### config.mk
export PLATFORM = sky130hd
export DESIGN_NAME = func_gen_core
export DESIGN_NICKNAME = d
export VERILOG_FILES = /design/src/rtl/func_gen_core.sv
export SDC_FILE = /design/constraint.sdc
export NUM_CORES = 1
export LEC_CHECK = 0
export CAP_MARGIN = 15
export CORE_AREA = 2 2 132 134
export DETAILED_ROUTE_END_ITERATION = 12
export DIE_AREA = 0 0 134 136
export HOLD_SLACK_MARGIN = 0.12
export PLACE_DENSITY = 0.75
export SLEW_MARGIN = 10
export SYNTH_ARGS = -nofsm -noshare
export SYNTH_HDL_FRONTEND = slang
export SYNTH_SLANG_ARGS = --single-unit
### constraint.sdc
create_clock -name sys_clk_i -period 3.2 [get_ports sys_clk_i]
set_input_delay 0.64 -clock sys_clk_i [delete_from_list [all_inputs] [get_ports sys_clk_i]]
set_output_delay 0.64 -clock sys_clk_i [all_outputs]
set_load 0.01 [all_outputs]
### src/rtl/func_gen_core.sv
// ============================================================================
//  Module   : func_gen_core
//  Purpose  : Prescaled phase-accumulator waveform engine (saw/tri/square/DC)
//             with a valid/ready config port applied at period boundaries.
//  Revision : 1.0 - initial release
// ============================================================================
`default_nettype none

module func_gen_core #(
    parameter int DAC_W       = 12,
    parameter int PHASE_W     = 24,
    parameter int DIV_W       = 8,
    parameter int DIV_DEFAULT = 25
) (
    input  logic               sys_clk_i,
    input  logic               sys_rst_i,
    input  logic               en_i,
    input  logic               cfg_valid_i,
    output logic               cfg_ready_o,
    input  logic [1:0]         cfg_mode_i,
    input  logic [PHASE_W-1:0] cfg_ftw_i,
    input  logic [DAC_W-1:0]   cfg_duty_i,
    input  logic [DIV_W-1:0]   cfg_div_i,
    output logic [DAC_W-1:0]   dac_o,
    output logic               dac_valid_o,
    output logic               sync_o,
    output logic [7:0]         led_o
);

    localparam logic [PHASE_W-1:0] FTW_RST  = {{(DAC_W-1){1'b0}}, 1'b1, {(PHASE_W-DAC_W){1'b0}}};
    localparam logic [DAC_W-1:0]   DUTY_RST = {1'b1, {(DAC_W-1){1'b0}}};
    localparam logic [DIV_W-1:0]   DIV_RST  = DIV_W'(DIV_DEFAULT);

    // Active configuration
    logic [1:0]         mode_q, mode_d;
    logic [PHASE_W-1:0] ftw_q, ftw_d;
    logic [DAC_W-1:0]   duty_q, duty_d;
    logic [DIV_W-1:0]   div_q, div_d;
    // Shadow configuration waiting for a period boundary
    logic [1:0]         sh_mode_q, sh_mode_d;
    logic [PHASE_W-1:0] sh_ftw_q, sh_ftw_d;
    logic [DAC_W-1:0]   sh_duty_q, sh_duty_d;
    logic [DIV_W-1:0]   sh_div_q, sh_div_d;
    logic               pend_q, pend_d;
    // Datapath state
    logic [DIV_W-1:0]   cnt_q, cnt_d;
    logic [PHASE_W-1:0] acc_q, acc_d;
    logic [DAC_W-1:0]   dac_q, dac_d;
    logic               dac_valid_q, dac_valid_d;
    logic               sync_q, sync_d;

    logic [PHASE_W:0]   sum_w;
    logic [DAC_W-1:0]   p_w, q_w, wave_w;
    logic               tick_w, apply_w;

    always_comb begin
        sum_w = {1'b0, acc_q} + {1'b0, ftw_q};
        p_w   = acc_q[PHASE_W-1 -: DAC_W];
        q_w   = {p_w[DAC_W-2:0], 1'b0};
        case (mode_q)
            2'd0:    wave_w = p_w;
            2'd1:    wave_w = p_w[DAC_W-1] ? ~q_w : q_w;
            2'd2:    wave_w = (p_w < duty_q) ? {DAC_W{1'b1}} : {DAC_W{1'b0}};
            default: wave_w = duty_q;
        endcase

        tick_w  = en_i && (cnt_q == div_q);
        // Swap configs only where the new one cannot cut a period short
        apply_w = pend_q && (!en_i || (tick_w && sum_w[PHASE_W]));

        mode_d      = mode_q;
        ftw_d       = ftw_q;
        duty_d      = duty_q;
        div_d       = div_q;
        sh_mode_d   = sh_mode_q;
        sh_ftw_d    = sh_ftw_q;
        sh_duty_d   = sh_duty_q;
        sh_div_d    = sh_div_q;
        pend_d      = pend_q;
        cnt_d       = cnt_q;
        acc_d       = acc_q;
        dac_d       = dac_q;
        dac_valid_d = 1'b0;
        sync_d      = 1'b0;

        if (en_i) begin
            cnt_d = tick_w ? '0 : cnt_q + DIV_W'(1);
        end
        if (tick_w) begin
            acc_d       = sum_w[PHASE_W-1:0];
            dac_d       = wave_w;
            dac_valid_d = 1'b1;
            sync_d      = sum_w[PHASE_W];
        end

        if (apply_w) begin
            mode_d = sh_mode_q;
            ftw_d  = sh_ftw_q;
            duty_d = sh_duty_q;
            div_d  = sh_div_q;
            cnt_d  = '0;
            pend_d = 1'b0;
        end else if (cfg_valid_i && !pend_q) begin
            sh_mode_d = cfg_mode_i;
            sh_ftw_d  = cfg_ftw_i;
            sh_duty_d = cfg_duty_i;
            sh_div_d  = cfg_div_i;
            pend_d    = 1'b1;
        end
    end

    always_ff @(posedge sys_clk_i or negedge sys_rst_i) begin
        if (!sys_rst_i) begin
            mode_q      <= 2'd0;
            ftw_q       <= FTW_RST;
            duty_q      <= DUTY_RST;
            div_q       <= DIV_RST;
            sh_mode_q   <= 2'd0;
            sh_ftw_q    <= '0;
            sh_duty_q   <= '0;
            sh_div_q    <= '0;
            pend_q      <= 1'b0;
            cnt_q       <= '0;
            acc_q       <= '0;
            dac_q       <= '0;
            dac_valid_q <= 1'b0;
            sync_q      <= 1'b0;
        end else begin
            mode_q      <= mode_d;
            ftw_q       <= ftw_d;
            duty_q      <= duty_d;
            div_q       <= div_d;
            sh_mode_q   <= sh_mode_d;
            sh_ftw_q    <= sh_ftw_d;
            sh_duty_q   <= sh_duty_d;
            sh_div_q    <= sh_div_d;
            pend_q      <= pend_d;
            cnt_q       <= cnt_d;
            acc_q       <= acc_d;
            dac_q       <= dac_d;
            dac_valid_q <= dac_valid_d;
            sync_q      <= sync_d;
        end
    end

    assign cfg_ready_o = !pend_q;
    assign dac_o       = dac_q;
    assign dac_valid_o = dac_valid_q;
    assign sync_o      = sync_q;
    assign led_o       = dac_q[DAC_W-1 -: 8];

endmodule

`default_nettype wire

==> key figures, run 1 <==
Clock network
  – Hold_buf cts: 0
  – Postcts setup bufs: 0
  – CTS tree: built
  – CTS buffer count: 17
  – # resized after CTS: 0
  – Clock tree buffer depth: 2
  – Clk_lat worst skew: 430 ps
  – H-tree lvl count: 4
  – Clk slew on worst S/H paths: 60 ps
  – Clk sinks: 139
  – CTS root buf: clkbuf_16

Run
  – Max Cap Viol: 0

Yosys
  – Top-area cell type share of the netlist area: 45.2%
  – Largest cells by area after synthesis: dfrtp_1 (45%), mux2_4 (8.1%), mux2_2 (8.0%)
  – Leading area contributor after synthesis: dfrtp_1
  – Ys Warns: 0
  – Simple-gate share of the synthesized area: 8.26%
  – Syn Inst Count: 646
  – FF+latch count, synth: 139
  – Complex-gate fraction of the synthesized area: 12.9%
  – Post-synth ARST share: 100%
  – Post-synthesis sequential area ratio: 46.9%
  – Yosys cell types: 63
  – Top_reg_cell synth: dfrtp_1
  – Largest family of logic cells by synthesized area: multiplexers
  – Synthesized area: 7420 um2
  – Syn_nets: 733
  – Avg Cell Area, Syn: 11.5 um2
  – Adder-Cell Fraction of Synth Area: 6.34%
  – EDFF count, synth: 0
  – Xor-xnor portion of the synthesized cell area: 4.95%
  – Mux contribution to synthesized area: 16.1%

Hold path
  – Worst hold-check path type: in -> async

Power and ir drop
  – Cell-internal power: 5.57 mW
  – Power Density: 990 nW/um2
  – Sw power: 3.27 mW
  – Combinational power share: 43.3%
  – Clock power frac: 21.7%
  – Leak: 4.00 nW
  – Worst IR Drop VDD: 500 uV
  – Switching Fraction: 37.0%
  – Seq pwr share: 34.9%

Die
  – Die Wd: 134 um
  – Core area: 16900 um2
  – Starting density of the core: 44.0%
  – # IOs: 73
  – Total die area: 18200 um2
  – Row Count: 48
  – Die Y-Extent: 136 um

STA
  – Final Skew: 12.5 ps
  – Slew headroom: 39.5%
  – Final Setup Violations: 0
  – Max Transition Viols Final: 0
  – RSZ-0062 raised after global routing: false
  – Period minus WS final: 2960 ps
  – Least-Margin Pin Slew: 908 ps
  – Max Clk Rate: 337 MHz
  – Fin. Hold Viols: 0
  – Final setup TNS: 0 ps
  – Worst Setup Slack, final: 235 ps
  – Tcrit/Tclk final: 92.7%

Routing
  – Vias per Instance: 5.18
  – Initial detailed-routing violation count: 243
  – Antenna viol nets, final: 0
  – Wire per inst: 15.4 um
  – Vias: 4941
  – # DRC: 0
  – DR pass1 iterations: 4
  – Detailed Route WL: 14700 um

Outcome
  – Status: complete, no violations

Cells and area
  – Fillers: 1434
  – Layout area overhead: 20.2%
  – Area of the multi-input gates: 3620 um2
  – Fin util: 52.9%
  – Final Net Count: 802
  – Ratio of cells with drive above 1 in the final layout: 22.7%
  – Reg area: 3480 um2
  – Antenna cells: 0

Critical path
  – Worst EP required: 3510 ps
  – Crit path launch type: flip-flop
  – Arrival time at the worst endpoint: 3280 ps
  – Cells on worst reg2reg path: 10
  – Flop2flop setup slack: 240 ps
  – R2r endpoint: mode_q[0]$_DFFE_PN0P_
  – Crit. End Element: flip-flop
  – Reg-to-Reg Start: ftw_q[0]$_DFFE_PN0P_
  – Crit path kind: reg -> reg
  – Worst Path Max Fanout: 16

Place
  – Pre-CTS WS: 231 ps
  – DP HPWL: 10500 um
  – PortBufs: 72
  – Gpl congestion: 0.867

GRT
  – Vias in the first global route: 4735
  – Initial antenna violation count: 0
  – GR Overflow Total: 0
  – Tot GR Track Use: 17.3%
  – Largest net degree at the start of global routing: 64
  – First-pass GRT wire length: 24500 um
## power groups by stage
stage	Sequential, mW	Combinational (mW)	Clock (mW)
floorplan	2.85	3.11	0
global placement	3.09	3.72	0
detailed placement	3.12	3.81	0
CTS	3.10	3.85	1.95
global route	3.20	4.25	2.04
finish	3.09	3.83	1.92
## worst max path at each step
stage | from | depth (start not counted) | end
global route | ftw_q[0]$_DFFE_PN0P_ | 10 | duty_q[8]$_DFFE_PN0P_
global placement | ftw_q[0]$_DFFE_PN0P_ | 10 | duty_q[7]$_DFFE_PN0P_
floorplan | ftw_q[0]$_DFFE_PN0P_ | 10 | div_q[5]$_DFFE_PN0P_
finish | ftw_q[0]$_DFFE_PN0P_ | 10 | mode_q[0]$_DFFE_PN0P_
detailed placement | ftw_q[0]$_DFFE_PN0P_ | 10 | duty_q[3]$_DFFE_PN0P_
CTS | ftw_q[0]$_DFFE_PN0P_ | 10 | mode_q[0]$_DFFE_PN0P_
## per-stage QoR
step                total power, mW  std cells  hold slack, ps  cell area [um2]
floorplan                      5.96        646             344             7420
global placement               6.81        921             462             8350
detailed placement             6.93        921             466             8350
CTS                            8.90        953             147             8920
global route                   9.49        953             171             8920
finish                         8.83        953             146             8920
## cell families after synthesis
group,after synthesis
simple gates,131
fa+ha+maj,37
buf+inv,57
xor+xnor,42
flops,139
compound gates,147
mux,93
## critical path: stages, from the launching register on
cell       delay, ps
dfrtp_1          380
ha_1             230
fa_1             450
a211oi_2         240
o211a_1          240
nor2_4            70
a221oi_4         280
o2111ai_2        180
nand2_4          240
buf_12           210
mux2_4           310
## cell usage in the layout, fill, tap and decap left out, types with 3 or more instances in the layout
cell,instances
a211oi_1,22
xnor2_1,25
inv_1,18
nand3_1,19
o21bai_1,5
mux2_4,40
mux2_2,53
and3_1,7
o211ai_1,4
nor3_1,4
inv_8,4
ha_1,36
buf_12,4
nor2_1,27
buf_4,12
dfrtp_1,134
xor2_1,17
nand2b_1,5
nand4_1,3
o21ai_0,52
a21oi_1,28
a21o_1,6
nand2_1,53
clkdlybuf4s50_1,71
inv_6,4
dfstp_2,5
clkbuf_16,17
o21a_1,3
## routing by layer
| metal | vias to the layer above | track usage [%] | share of wire [%] |
|---|---|---|---|
| met5 | - | 0 | 0 |
| met3 | 13 | 5.07 | 4.4 |
| met1 | 2380 | 23.7 | 48 |
| met4 | 0 | 5.61 | 1.4 |
| li1 | 2443 | - | - |
| met2 | 105 | 26.6 | 46 |
## flip-flops by register name (all words and copies together) (netlist names)
| signal | count |
|---|---|
| acc_q | 24 |
| ftw_q | 24 |
| sh_ftw_q | 24 |
| dac_o | 12 |
| duty_q | 12 |
| sh_duty_q | 12 |
| cnt_q | 8 |
| div_q | 8 |
| sh_div_q | 8 |
| mode_q | 2 |
| sh_mode_q | 2 |
| dac_valid_o | 1 |
| pend_q | 1 |
| sync_o | 1 |
## final cells by class
class                      count  area share [%]
clock buffer                  17            4.77
tap                          225            3.15
sequential                   139            39.0
multi-input combinational    450            40.5
timing repair buffer          88            10.0
clock inverter                15            1.71
inverter                      19           0.799
## Yosys cell counts (all sizes together), types with 19 or more instances
master  instances
dfrtp         134
mux2           93
nand2          54
o21ai          54
ha             36
a21oi          30
nor2           28
xnor2          25
a211oi         24
clkbuf         21
nand3          20
inv            19
No activity file was read; power rests on OpenSTA's default activity.
==> run 2, diff against run 1 <==
PLACE_DENSITY = 0.78   (was 0.75)
clock period = 2.45 ns   (was 3.2 ns; I/O delays follow)
==> key figures, run 2 (synthesized netlist as in run 1, its figures left out) <==
GRT
  – Tot GR Track Use: 18.5%
  – GR Overflow Total: 0
  – Largest net degree at the start of global routing: 84
  – First-pass GRT wire length: 26500 um
  – Initial antenna violation count: 0
  – Vias in the first global route: 5306

Die
  – # IOs: 73
  – Core area: 16900 um2
  – Die Y-Extent: 136 um
  – Starting density of the core: 44.0%
  – Die Wd: 134 um
  – Row Count: 48
  – Total die area: 18200 um2

Critical path
  – Arrival time at the worst endpoint: 3190 ps
  – Worst Path Max Fanout: 6
  – Crit path launch type: flip-flop
  – Worst EP required: 2780 ps
  – Worst Setup SP: ftw_q[0]$_DFFE_PN0P_
  – Crit path kind: reg -> reg
  – Reg-to-Reg Start: ftw_q[0]$_DFFE_PN0P_
  – Crit. End Element: flip-flop

STA
  – Final setup TNS: -17270 ps
  – RSZ-0062 raised after global routing: true
  – Max Transition Viols Final: 0
  – Period minus WS final: 2860 ps
  – Worst Setup Slack, final: -413 ps
  – Fin. Hold Viols: 0
  – Final Skew: 16.8 ps
  – Final Setup Violations: 50
  – Tcrit/Tclk final: 117%
  – Slew headroom: 62.2%
  – Least-Margin Pin Slew: 567 ps
  – Max Clk Rate: 349 MHz

Clock network
  – CTS buffer count: 17
  – H-tree lvl count: 4
  – CTS tree: built
  – Clk sinks: 139
  – Clk_lat worst skew: 440 ps
  – Clk slew on worst S/H paths: 70 ps
  – CTS root buf: clkbuf_16
  – Clock tree buffer depth: 2

Place
  – Placed Area: 8740 um2
  – Placed cells: 971
  – Gpl congestion: 0.889
  – PortBufs: 72
  – DP HPWL: 11300 um
  – Pre-CTS WS: -332 ps

Cells and area
  – Fin util: 56.4%
  – Non-filler instance count after layout: 1013
  – Layout area overhead: 28.2%
  – Largest registers: acc_q (24), ftw_q (24), sh_ftw_q (24)
  – Final instance area: 9520 um2
  – Antenna cells: 0
  – Final Net Count: 862
  – Ratio of cells with drive above 1 in the final layout: 29.9%
  – Commonest non-fill, non-tap cell in the layout: dfrtp_1
  – Most frequent cells in the layout: dfrtp_1 (134), clkdlybuf4s50_1 (71), buf_4 (67)

Routing
  – DR pass1 iterations: 5
  – Wire per inst: 15.7 um
  – Initial detailed-routing violation count: 254
  – Antenna viol nets, final: 0
  – # DRC: 0
  – Detailed Route WL: 15900 um
  – Vias per Instance: 5.20
  – Vias: 5267

Outcome
  – Failing checks: setup timing
  – Status: finished, violations left

Run
  – Max Cap Viol: 0

Power and ir drop
  – Worst IR Drop VDD: 731 uV
  – Power Density: 1330 nW/um2
  – Leak: 4.32 nW

Hold path
  – Hold path startpoint: dac_o[3]$_DFFE_PN0P_
  – Worst hold-check path type: reg -> reg
-- run 2: final cells by class --
type,count,area [um2]
fillers,1373,7350
multi-input cells,450,3700
flip-flops and latches,139,3480
repair buffers,148,1390
clock buffers,17,425
well taps,225,282
clock inverters,15,170
inverters,19,71.3
-- run 2: worst paths after layout --
check / to / cells after the start / slack (ps)
max in group asynchronous: duty_q[11]$_DFFE_PN1P_ / 3 / 1190
setup reg to reg: mode_q[1]$_DFFE_PN0P_ / 11 / -410
hold reg to reg: dac_o[3]$_DFFE_PN0P_ / 2 / 480
setup / recovery: mode_q[1]$_DFFE_PN0P_ / 11 / -410
hold / removal: dac_o[3]$_DFFE_PN0P_ / 2 / 480
min in group asynchronous: ftw_q[13]$_DFFE_PN0P_ / 2 / 500
-- run 2: metrics by stage --
stage | hold slack [ps] | total power, mW
after floorplan | 194 | 7.79
after global placement | 402 | 9.57
after detailed placement | 403 | 9.80
after CTS | 489 | 12.5
after global routing | 513 | 13.6
final | 480 | 12.7
-- run 2: critical path: stages, from the launching register on --
cell and delay (ps):
dfrtp_1 400, ha_2 210, fa_2 370, a211oi_4 250, o211a_1 220, nor2_4 60
a221oi_4 320, o2111ai_2 190, nand2_4 130, buf_4 160, clkbuf_16 160, mux2_4 300
-- run 2: repair_timing --
item | in CTS | in global routing
endpoints found under the setup margin | 48 | 55
endpoints found under the hold margin | 32 | 0
setup buffers | 6 | 3
hold buffers | 1 | 0
resized for setup | 2 | 21
cloned | 1 | 1
pin swaps | 2 | 9
-- run 2: per-layer routing --
| metal | vias to the layer above | global-route usage [%] | part of all wire, % |
|---|---|---|---|
| met2 | 139 | 29.5 | 47 |
| met3 | 20 | 4.25 | 5.1 |
| met1 | 2550 | 24.6 | 46 |
| li1 | 2558 | - | - |
| met4 | 0 | 7.33 | 2.0 |
| met5 | - | 0 | 0 |
-- run 2: report_power, final --
group / total, mW / internal (mW) / switching [mW]
Sequential: 3.90 / 3.18 / 0.727
Clock: 2.56 / 1.38 / 1.19
Combinational: 6.23 / 3.38 / 2.85
Total: 12.7 / 7.93 / 4.76
==> run 3, diff against run 2 <==
clock period = 2.5 ns   (was 2.45 ns; I/O delays follow)
==> key figures, run 3 (synthesized netlist as in run 1, its figures left out) <==
Outcome
  – Status: finished, violations left
  – Failing checks: setup timing

STA
  – Max Clk Rate: 354 MHz
  – Final Skew: 10.8 ps
  – Tcrit/Tclk final: 113%
  – Least-Margin Pin Slew: 572 ps
  – Fin. Hold Viols: 0
  – Worst Setup Slack, final: -325 ps
  – WHS: 483 ps
  – Slew headroom: 61.9%
  – Final setup TNS: -13830 ps
  – Final Setup Violations: 49
  – Max Transition Viols Final: 0
  – Period minus WS final: 2830 ps
  – RSZ-0062 raised after global routing: true

Place
  – DP HPWL: 11000 um
  – Gpl congestion: 0.899
  – Placed Area: 8700 um2
  – Placed cells: 964
  – PortBufs: 72

Clock network
  – H-tree lvl count: 4
  – CTS root buf: clkbuf_16
  – CTS tree: built
  – Clk sinks: 139
  – Clock tree buffer depth: 2
  – CTS buffer count: 17
  – Clk_lat worst skew: 440 ps
  – Clk slew on worst S/H paths: 70 ps

Cells and area
  – Layout area overhead: 27.8%
  – Largest registers: acc_q (24), ftw_q (24), sh_ftw_q (24)
  – Final Net Count: 863
  – Antenna cells: 0
  – Final instance area: 9490 um2
  – Non-filler instance count after layout: 1014
  – Most frequent cells in the layout: dfrtp_1 (134), clkdlybuf4s50_1 (71), buf_4 (65)
  – Ratio of cells with drive above 1 in the final layout: 29.2%
  – Commonest non-fill, non-tap cell in the layout: dfrtp_1

GRT
  – Tot GR Track Use: 18.8%
  – Largest net degree at the start of global routing: 56
  – GR Overflow Total: 0
  – Vias in the first global route: 5398
  – Initial antenna violation count: 0
  – First-pass GRT wire length: 26800 um

Critical path
  – Worst Setup SP: ftw_q[0]$_DFFE_PN0P_
  – R2r endpoint: ftw_q[0]$_DFFE_PN0P_
  – Crit. End Element: flip-flop
  – Crit path launch type: flip-flop
  – Flop2flop setup slack: -330 ps
  – Reg-to-Reg Start: ftw_q[0]$_DFFE_PN0P_
  – Cells on worst reg2reg path: 11
  – Worst EP required: 2820 ps
  – Critical path endpoint: ftw_q[0]$_DFFE_PN0P_
  – Arrival time at the worst endpoint: 3140 ps
  – Worst Path Max Fanout: 5
  – Crit path kind: reg -> reg

Routing
  – DR pass1 iterations: 4
  – Antenna viol nets, final: 0
  – Wire per inst: 16.1 um
  – Detailed Route WL: 16300 um
  – Initial detailed-routing violation count: 331
  – # DRC: 0
  – Vias: 5288
  – Vias per Instance: 5.21

Die
  – # IOs: 73
  – Core area: 16900 um2
  – Row Count: 48
  – Die Wd: 134 um
  – Starting density of the core: 44.0%
  – Die Y-Extent: 136 um
  – Total die area: 18200 um2

Power and ir drop
  – Leak: 4.33 nW
  – Worst IR Drop VDD: 681 uV
  – Power Density: 1300 nW/um2
  – Tot Pwr: 12.4 mW

Run
  – Max Cap Viol: 0

Hold path
  – Worst hold-check path type: reg -> reg
## run 3: changes by cell type in the layout (fill, tap and decap cells not counted), sizes merged
cell and delta:
bufinv +1, inv -3, clkinvlp +2, clkbuf +1
## run 3: critical path, stage by stage (launching register included)
cell and delay (ps):
dfrtp_1 390, ha_2 200, fa_2 370, a211oi_2 240, o211a_1 240, nor2_4 60
a221oi_4 310, o2111ai_2 190, nand2_4 140, buf_6 130, clkbuf_16 150, mux2_4 290
## run 3: metrics by stage
stage | setup WS [ps] | utilization (%)
finish | -325 | 56.2
global route | -429 | 56.2
CTS | -271 | 55.8
detailed placement | -259 | 51.5
global placement | -218 | 51.5
floorplan | -158 | -
## run 3: area by class of cell
type / count / area [um2]
fill: 1401 / 7390
tap: 225 / 282
sequential: 139 / 3480
timing repair buffer: 149 / 1430
inverter: 19 / 71.3
clock buffer: 17 / 425
multi-input combinational: 450 / 3640
clock inverter: 15 / 150
## run 3: repair_timing
action                                  in CTS  in global routing
pin swaps                                    4                  2
hold endpoints to repair                    42                  0
gates resized for setup                      3                  7
hold buffers                                 1                  0
gates cloned                                 1                  2
setup buffers                               13                  2
endpoints found under the setup margin      46                 59
## run 3: worst min path at each step
stage,startpoint,endpoint,slack [ps],cells past startpoint
global route,acc_q[8]$_DFFE_PN0P_,acc_q[8]$_DFFE_PN0P_,510,2
floorplan,sys_rst_i,acc_q[0]$_DFFE_PN0P_,200,0
CTS,acc_q[4]$_DFFE_PN0P_,acc_q[4]$_DFFE_PN0P_,490,2
detailed placement,sys_rst_i,sh_ftw_q[12]$_DFFE_PN0P_,470,1
global placement,acc_q[0]$_DFFE_PN0P_,acc_q[0]$_DFFE_PN0P_,460,2
finish,acc_q[4]$_DFFE_PN0P_,acc_q[4]$_DFFE_PN0P_,480,2
## run 3: per-layer routing
layer	wire (um)	track usage (%)
met5	0	0
met4	345	7.68
met3	619	4.36
met2	7670	30.0
met1	7660	24.9
## run 3: power by group
group / total [mW] / internal, mW / switching (mW)
clock: 2.48 / 1.40 / 1.08
sequential: 3.83 / 3.11 / 0.718
combinational: 6.05 / 3.30 / 2.76
